[src/rtl/riscv_defines.sv]
// Shared core definitions used by the pipeline control logic.
// Provides the stall/flush sequencer state type, the refill counter width
// and the load-use hazard detection helper.
package riscv_defines;

  // Width of the post-redirect stale-fetch flush counter.
  localparam int REFILL_CNT_W = 3;

  // Sequencer states: normal running, or flushing stale fetches after a redirect.
  typedef enum logic [0:0] {
    PCTRL_RUN    = 1'b0,
    PCTRL_REFILL = 1'b1
  } pipe_ctrl_state_t;

  // Which control case won arbitration in the current cycle.
  typedef enum logic [2:0] {
    PCTRL_WIN_NONE     = 3'd0,
    PCTRL_WIN_DMEM     = 3'd1,
    PCTRL_WIN_REDIRECT = 3'd2,
    PCTRL_WIN_LOAD_USE = 3'd3,
    PCTRL_WIN_NOFETCH  = 3'd4,
    PCTRL_WIN_RESET    = 3'd5
  } pipe_ctrl_win_t;

  // Conservative load-use check: does not look at whether ID really reads rs1/rs2.
  function automatic logic load_use_hazard(
    input logic       ex_is_load,
    input logic       ex_write_rd,
    input logic [4:0] ex_rd,
    input logic [4:0] id_rs1,
    input logic [4:0] id_rs2
  );
    logic hit;
    hit = ex_is_load & ex_write_rd & (ex_rd != 5'd0) &
          ((ex_rd == id_rs1) | (ex_rd == id_rs2));
    return hit;
  endfunction

endpackage

[src/rtl/pipe_perf_counter.sv]
// Single saturating event counter for pipeline performance monitoring.
// Counts one per cycle while inc_i is high, sticks at all-ones, clears on reset.
module pipe_perf_counter #(
  parameter int CNT_W = 32
) (
  input  logic             clk_i,
  input  logic             rst_i,
  input  logic             inc_i,
  output logic [CNT_W-1:0] cnt_o
);

  localparam logic [CNT_W-1:0] CNT_ONE  = {{(CNT_W-1){1'b0}}, 1'b1};
  localparam logic [CNT_W-1:0] CNT_MAX  = {CNT_W{1'b1}};
  localparam logic [CNT_W-1:0] CNT_ZERO = {CNT_W{1'b0}};

  logic [CNT_W-1:0] cnt_q;
  logic [CNT_W-1:0] cnt_d;

  // Next count: increment on event unless already saturated.
  always_comb begin
    cnt_d = cnt_q;
    if (inc_i && (cnt_q != CNT_MAX)) begin
      cnt_d = cnt_q + CNT_ONE;
    end else begin
      cnt_d = cnt_q;
    end
  end

  // Count register with synchronous clear.
  always_ff @(posedge clk_i) begin
    if (rst_i) begin
      cnt_q <= CNT_ZERO;
    end else begin
      cnt_q <= cnt_d;
    end
  end

  assign cnt_o = cnt_q;

endmodule

[src/rtl/pipeline_ctrl.sv]
// Central stall/flush sequencer for the 5-stage core.
// Arbitrates data-memory freeze, EX redirects, load-use hazards and missing
// fetches, and sequences the IF/ID refill bubbles after a redirect.
// Optional feature macro: PIPE_PERF_EN adds three saturating performance
// counters (load-use, redirect, dmem wait) and their output ports.
module pipeline_ctrl
  import riscv_defines::*;
#(
  parameter int FETCH_LATENCY = 1,
  parameter int CNT_W         = 32
) (
  input  logic             clk_i,
  input  logic             rst_i,
  input  logic [4:0]       id_rs1_addr_i,
  input  logic [4:0]       id_rs2_addr_i,
  input  logic [4:0]       ex_rd_addr_i,
  input  logic             ex_write_rd_i,
  input  logic             ex_wb_use_mem_i,
  input  logic             ex_redirect_i,
  input  logic             imem_valid_i,
  input  logic             dmem_busy_i,
  output logic             if_stall_o,
  output logic             ifid_stall_o,
  output logic             ifid_flush_o,
  output logic             idex_stall_o,
  output logic             idex_flush_o,
  output logic             exmem_stall_o,
  output logic             memwb_flush_o
`ifdef PIPE_PERF_EN
  ,
  output logic [CNT_W-1:0] load_use_cnt_o,
  output logic [CNT_W-1:0] redirect_cnt_o,
  output logic [CNT_W-1:0] dmem_wait_cnt_o
`endif
);

  localparam logic [REFILL_CNT_W-1:0] REFILL_RELOAD = FETCH_LATENCY[REFILL_CNT_W-1:0];
  localparam logic [REFILL_CNT_W-1:0] REFILL_ZERO   = {REFILL_CNT_W{1'b0}};
  localparam logic [REFILL_CNT_W-1:0] REFILL_ONE    = {{(REFILL_CNT_W-1){1'b0}}, 1'b1};

  pipe_ctrl_state_t            state_q;
  pipe_ctrl_state_t            state_d;
  logic [REFILL_CNT_W-1:0]     refill_cnt_q;
  logic [REFILL_CNT_W-1:0]     refill_cnt_d;
  pipe_ctrl_win_t              win;

  logic load_use;
  logic if_stall;
  logic ifid_stall;
  logic ifid_flush;
  logic idex_stall;
  logic idex_flush;
  logic exmem_stall;
  logic memwb_flush;

  assign load_use = load_use_hazard(ex_wb_use_mem_i, ex_write_rd_i, ex_rd_addr_i,
                                    id_rs1_addr_i, id_rs2_addr_i);

  // Priority arbitration of hazards and next-state/refill-count computation.
  always_comb begin
    state_d      = state_q;
    refill_cnt_d = refill_cnt_q;
    win          = PCTRL_WIN_NONE;
    if_stall     = 1'b0;
    ifid_stall   = 1'b0;
    ifid_flush   = 1'b0;
    idex_stall   = 1'b0;
    idex_flush   = 1'b0;
    exmem_stall  = 1'b0;
    memwb_flush  = 1'b0;

    if (rst_i) begin
      // Hold PC and fill IF/ID and ID/EX with bubbles while in reset.
      win          = PCTRL_WIN_RESET;
      if_stall     = 1'b1;
      ifid_flush   = 1'b1;
      idex_flush   = 1'b1;
      state_d      = PCTRL_RUN;
      refill_cnt_d = REFILL_ZERO;
    end else begin
      case (state_q)
        PCTRL_RUN: begin
          if (dmem_busy_i) begin
            // Freeze everything up to MEM; EX is held so redirect/load-use wait.
            win         = PCTRL_WIN_DMEM;
            if_stall    = 1'b1;
            ifid_stall  = 1'b1;
            idex_stall  = 1'b1;
            exmem_stall = 1'b1;
            memwb_flush = 1'b1;
          end else if (ex_redirect_i) begin
            // PC takes the target; kill the two younger instructions.
            win        = PCTRL_WIN_REDIRECT;
            ifid_flush = 1'b1;
            idex_flush = 1'b1;
            if (REFILL_RELOAD != REFILL_ZERO) begin
              state_d      = PCTRL_REFILL;
              refill_cnt_d = REFILL_RELOAD;
            end else begin
              state_d      = PCTRL_RUN;
              refill_cnt_d = REFILL_ZERO;
            end
          end else if (load_use) begin
            // Hold IF and ID one cycle and send a bubble into EX.
            win        = PCTRL_WIN_LOAD_USE;
            if_stall   = 1'b1;
            ifid_stall = 1'b1;
            idex_flush = 1'b1;
          end else if (!imem_valid_i) begin
            win        = PCTRL_WIN_NOFETCH;
            if_stall   = 1'b1;
            ifid_flush = 1'b1;
          end else begin
            win = PCTRL_WIN_NONE;
          end
        end

        PCTRL_REFILL: begin
          // ID only ever holds bubbles here, so no load-use check is needed.
          ifid_flush = 1'b1;
          if (dmem_busy_i) begin
            win         = PCTRL_WIN_DMEM;
            if_stall    = 1'b1;
            ifid_stall  = 1'b1;
            idex_stall  = 1'b1;
            exmem_stall = 1'b1;
            memwb_flush = 1'b1;
          end else if (ex_redirect_i) begin
            // A fresh redirect restarts the stale-fetch window.
            win          = PCTRL_WIN_REDIRECT;
            idex_flush   = 1'b1;
            refill_cnt_d = REFILL_RELOAD;
          end else begin
            if (!imem_valid_i) begin
              if_stall = 1'b1;
            end else begin
              if_stall = 1'b0;
            end
            if (refill_cnt_q <= REFILL_ONE) begin
              refill_cnt_d = REFILL_ZERO;
              state_d      = PCTRL_RUN;
            end else begin
              refill_cnt_d = refill_cnt_q - REFILL_ONE;
            end
          end
        end

        default: begin
          // Unreachable encoding: recover to RUN and bubble the front end.
          if_stall     = 1'b1;
          ifid_flush   = 1'b1;
          idex_flush   = 1'b1;
          state_d      = PCTRL_RUN;
          refill_cnt_d = REFILL_ZERO;
        end
      endcase
    end
  end

  // Sequencer state and refill counter.
  always_ff @(posedge clk_i) begin
    if (rst_i) begin
      state_q      <= PCTRL_RUN;
      refill_cnt_q <= REFILL_ZERO;
    end else begin
      state_q      <= state_d;
      refill_cnt_q <= refill_cnt_d;
    end
  end

  // A flush on a register overrides a stall of the same register.
  assign if_stall_o    = if_stall;
  assign ifid_flush_o  = ifid_flush;
  assign ifid_stall_o  = ifid_stall & ~ifid_flush;
  assign idex_flush_o  = idex_flush;
  assign idex_stall_o  = idex_stall & ~idex_flush;
  assign exmem_stall_o = exmem_stall;
  assign memwb_flush_o = memwb_flush;

`ifdef PIPE_PERF_EN
  logic inc_load_use;
  logic inc_redirect;
  logic inc_dmem_wait;

  assign inc_load_use  = (win == PCTRL_WIN_LOAD_USE);
  assign inc_redirect  = (win == PCTRL_WIN_REDIRECT);
  assign inc_dmem_wait = (win == PCTRL_WIN_DMEM);

  pipe_perf_counter #(.CNT_W(CNT_W)) u_load_use_cnt (
    .clk_i (clk_i),
    .rst_i (rst_i),
    .inc_i (inc_load_use),
    .cnt_o (load_use_cnt_o)
  );

  pipe_perf_counter #(.CNT_W(CNT_W)) u_redirect_cnt (
    .clk_i (clk_i),
    .rst_i (rst_i),
    .inc_i (inc_redirect),
    .cnt_o (redirect_cnt_o)
  );

  pipe_perf_counter #(.CNT_W(CNT_W)) u_dmem_wait_cnt (
    .clk_i (clk_i),
    .rst_i (rst_i),
    .inc_i (inc_dmem_wait),
    .cnt_o (dmem_wait_cnt_o)
  );
`else
  pipe_ctrl_win_t win_unused;
  assign win_unused = win;
`endif

endmodule

[config.mk]
export PLATFORM = sky130hd
export DESIGN_NAME = pipeline_ctrl
export DESIGN_NICKNAME = d
export VERILOG_FILES = /design/src/rtl/riscv_defines.sv /design/src/rtl/pipe_perf_counter.sv /design/src/rtl/pipeline_ctrl.sv
export SDC_FILE = /design/constraint.sdc
export NUM_CORES = 1
export LEC_CHECK = 0
export CORE_AREA = 2 2 39 41
export DETAILED_ROUTE_END_ITERATION = 12
export DIE_AREA = 0 0 41 43
export GPL_ROUTABILITY_DRIVEN = 1
export GPL_TIMING_DRIVEN = 0
export PLACE_DENSITY = 0.87
export RECOVER_POWER = 50
export SYNTH_ARGS = -nofsm -noshare
export SYNTH_HDL_FRONTEND = slang
export SYNTH_SLANG_ARGS = --single-unit
[constraint.sdc]
create_clock -name clk_i -period 2.94 [get_ports clk_i]
set_clock_uncertainty 0.1 [all_clocks]
set_input_delay 0.441 -clock clk_i [delete_from_list [all_inputs] [get_ports clk_i]]
set_output_delay 0.441 -clock clk_i [all_outputs]
set_load 0.02 [all_outputs]
==> impl_results.md <==
- Hold Path Class: reg2reg
- Required @ worst endpoint: 2.40 ns
- Setup bufs post-CTS: 0
- Critical Path Stages: 6
- R2R Setup Slk: 1.28 ns
- Die extent in y: 43 um
- Cell area after layout: 757 um2
- Setup violators final: 0
- Synth area leaders: xor2_1 (19%), dfxtp_1 (17%), a21oi_1 (6.5%)
- Synth Area per Inst: 7.17 um2
- Die area: 1760 um2
- Commonest cells in the netlist: xor2_1 (10), nor2_1 (8), a21oi_1 (6)
- Clk_lat worst skew: 0.25 ns
- Share of the synthesized area in the top cell type: 19.1%
- Pint: 0.152 mW
- Area leader, netlist: xor2_1
- H-tree Lvls: 1
- R2R cell count: 6
- Syn Nets: 88
- Final Max Slew Viols: 0
- Placed instance area: 739 um2
- Mux cell area share after synthesis: 2.45%
- N_diodes: 0
- Gr busiest metal: met2
- Routed WL: 1270 um
- Post-Syn Instances: 64
- M3 GR Usage: 2.62%
- Net switching share of the total power: 32.6%
- Num CTS Buffers: 3
- Reg2reg end: refill_cnt_q[1]
- Vias in the first global route: 520
- Max-slew headroom: 71.2%
- Via Count: 557
- CTS clk-pin slew, worst paths: 0.04 ns
- Setup Slack @ Placement: -0.148 ns
- # hold bufs at CTS: 0
- Residual DRC count: 0
- Main synth FF type: dfxtp_1
- RSZ-0062 raised after global routing: false
- Pin count of the biggest net entering global routing: 11
- Register area share after synthesis: 17.4%
- Longest Clk Path Bufs: 2
- Synth warnings: 0
- Crit-path leading delay family: buffers and inverters
- Setup CP Type: in2out
- DR pass1 iterations: 4
- Nets: 119
- Num Clock Sinks: 4
- EDFF count, synth: 0
- CP Buf/Inv Count: 2
- Flop pwr share: 26.9%
- Overall routing resource usage: 16.2%
- TritonCTS clock tree: yes
- Slowest cell delay on critical path: 0.56 ns
- Antenna violations before repair: 0
- Netlist cell types: 23
- Post-Synth Simple-Gate Area: 23.7%
- Routed vias/inst: 5.11
- Pwr Density: 298 nW/um2
- Switching power: 0.0735 mW
- CP cell instances: clkdlybuf4s50_1 -> or4_1 -> o211ai_2 -> or4_1 -> o211a_1 -> dlygate4sd2_1
- Crit path capture: ifid_flush_o
- IO Pins: 29
- Num rows: 14
- Pwr Total: 0.226 mW
- Max Freq: 357 MHz
- Root cell of the clock tree: clkbuf_4
- Initial drt markers: 17
- Clock power share: 33.2%
- Area grow syn2layout: 64.9%
- Hold Vio Cnt, Final: 0
- Post-DP HPWL: 1050 um
- Synth Register Bits: 4
- M1 GR Usage: 18.3%
- R2R Path Start: refill_cnt_q[1]
- WHS Path Cells: 2
- Initial Utilization: 33.2%
- Largest family of logic cells by synthesized area: compound AO/OA/AOI/OAI gates
- Asr flop ratio synth: 0%
- WL/cell: 11.7 um
- Worst setup SP type: primary input
- Antenna Nets Post-Route: 0
- Crit-path slowest cell: or4_1
- Count leader, synth: xor2_1
- Synth Area in Adders: 5.45%
- M2 GR Usage: 26.6%
- Xor/xnor share of the synthesized area: 19.1%
- Critical path endpoint category: output port
- Hold WS: 0.412 ns
- Die Wd: 41 um
- Final WS setup: 0.142 ns
- Area of the mapped netlist: 459 um2
- IO buf count: 26
- Layout cells sized above 1: 6.45%
- Congestion Overflow GR: 0
- Lkg Pwr: 0.301 nW
- Synth Area in Compound Gates: 25.3%
- Status: completed
- First-pass GRT wire length: 1970 um
- Worst slew pin tran: 0.431 ns
- Worst EP arrival: 2.26 ns
- Placer Congestion: 0.696
- Worst setup path start: ex_rd_addr_i[1]
- Most frequent CP cell: or4_1
- Final min period: 2.80 ns
- Total core area: 1380 um2
- Max_cap viols: 0
- Comb pwr share: 39.9%
- Final worst-path cycle share: 95.2%
- VDD IR-drop max: 135 uV
- CP Max Fanout: 3
## logic make-up (layout without fill, tap and decap cells)
| kind of cell | after synthesis | after routing |
|---|---|---|
| adder cells (fa/ha/maj) | 2 | 2 |
| buffers and inverters | 7 | 36 |
| AND/OR/NAND/NOR | 22 | 22 |
| multiplexers | 1 | 1 |
| XOR/XNOR | 10 | 10 |
| flip-flops | 4 | 4 |
| AO/OA/AOI/OAI | 18 | 18 |
## cell type report
class | count | area, um2
well taps | 16 | 20.0
plain buffers | 3 | 15.0
inverters | 4 | 15.0
multi-input cells | 53 | 349
flip-flops and latches | 4 | 80.1
clock buffers | 3 | 22.5
repair buffers | 26 | 255
fillers | 141 | 627
## sequential cells by signal, indices dropped and copies added, names as in the netlist
name	cells
refill_cnt_q	3
state_q	1
## what timing repair did
| action | 4_1_cts | 5_1_grt |
|---|---|---|
| endpoints found under the setup margin | 4 | 0 |
| endpoints found under the hold margin | 0 | 0 |
| resized for setup | 4 | 0 |
## cell usage in the layout, fill, tap and decap left out, types with 2 or more instances in the layout
| master | instances |
|---|---|
| or4_1 | 2 |
| clkbuf_4 | 3 |
| dlygate4sd3_1 | 2 |
| nand2_1 | 5 |
| clkdlybuf4s50_1 | 20 |
| nor3_1 | 3 |
| ha_1 | 2 |
| a21oi_1 | 6 |
| xor2_1 | 10 |
| nand2b_1 | 2 |
| nor2_1 | 8 |
| inv_1 | 4 |
| dfxtp_1 | 4 |
| dlygate4sd2_1 | 4 |
| clkbuf_1 | 2 |
| o21ai_0 | 5 |
## through the flow
| step | instances | TNS [ns] | utilization (%) |
|---|---|---|---|
| detailed placement | 106 | -0.296 | 53.4 |
| finish | 109 | 0 | 54.7 |
| global placement | 106 | -0.195 | 53.4 |
| CTS | 109 | 0 | 54.7 |
| global route | 109 | 0 | 54.7 |
| floorplan | 64 | 0 | - |
## per-layer routing
metal,up-vias,wire length [um]
met3,2,135
met5,-,0
met4,0,12
li1,283,-
met1,241,495
met2,31,630
## worst reg2reg max path, cell delays in order (launching register included)
cell and delay (ns):
dfxtp_1 0.35, inv_1 0.07, ha_1 0.17, o21bai_1 0.18
nand2_1 0.10, or4b_1 0.45, a21oi_1 0.16
## how the worst min path moves through the flow
stage | start | end | slack [ns]
after global placement | refill_cnt_q[1] | refill_cnt_q[1] | 0.38
after CTS | refill_cnt_q[0] | refill_cnt_q[0] | 0.41
final | refill_cnt_q[1] | refill_cnt_q[1] | 0.41
after floorplan | refill_cnt_q[1] | refill_cnt_q[1] | 0.36
after global routing | refill_cnt_q[1] | refill_cnt_q[1] | 0.42
after detailed placement | refill_cnt_q[0] | refill_cnt_q[0] | 0.40
## power groups by stage
stage          clock network [mW]  registers [mW]  logic, mW
2_1_floorplan                   0          0.0608     0.0444
3_3_place_gp                    0          0.0613     0.0905
3_5_place_dp                    0          0.0615     0.0934
4_1_cts                    0.0761          0.0606     0.0910
5_1_grt                    0.0760          0.0611     0.0982
6_report                   0.0750          0.0607     0.0900
Power figures use the tool's default switching activity.
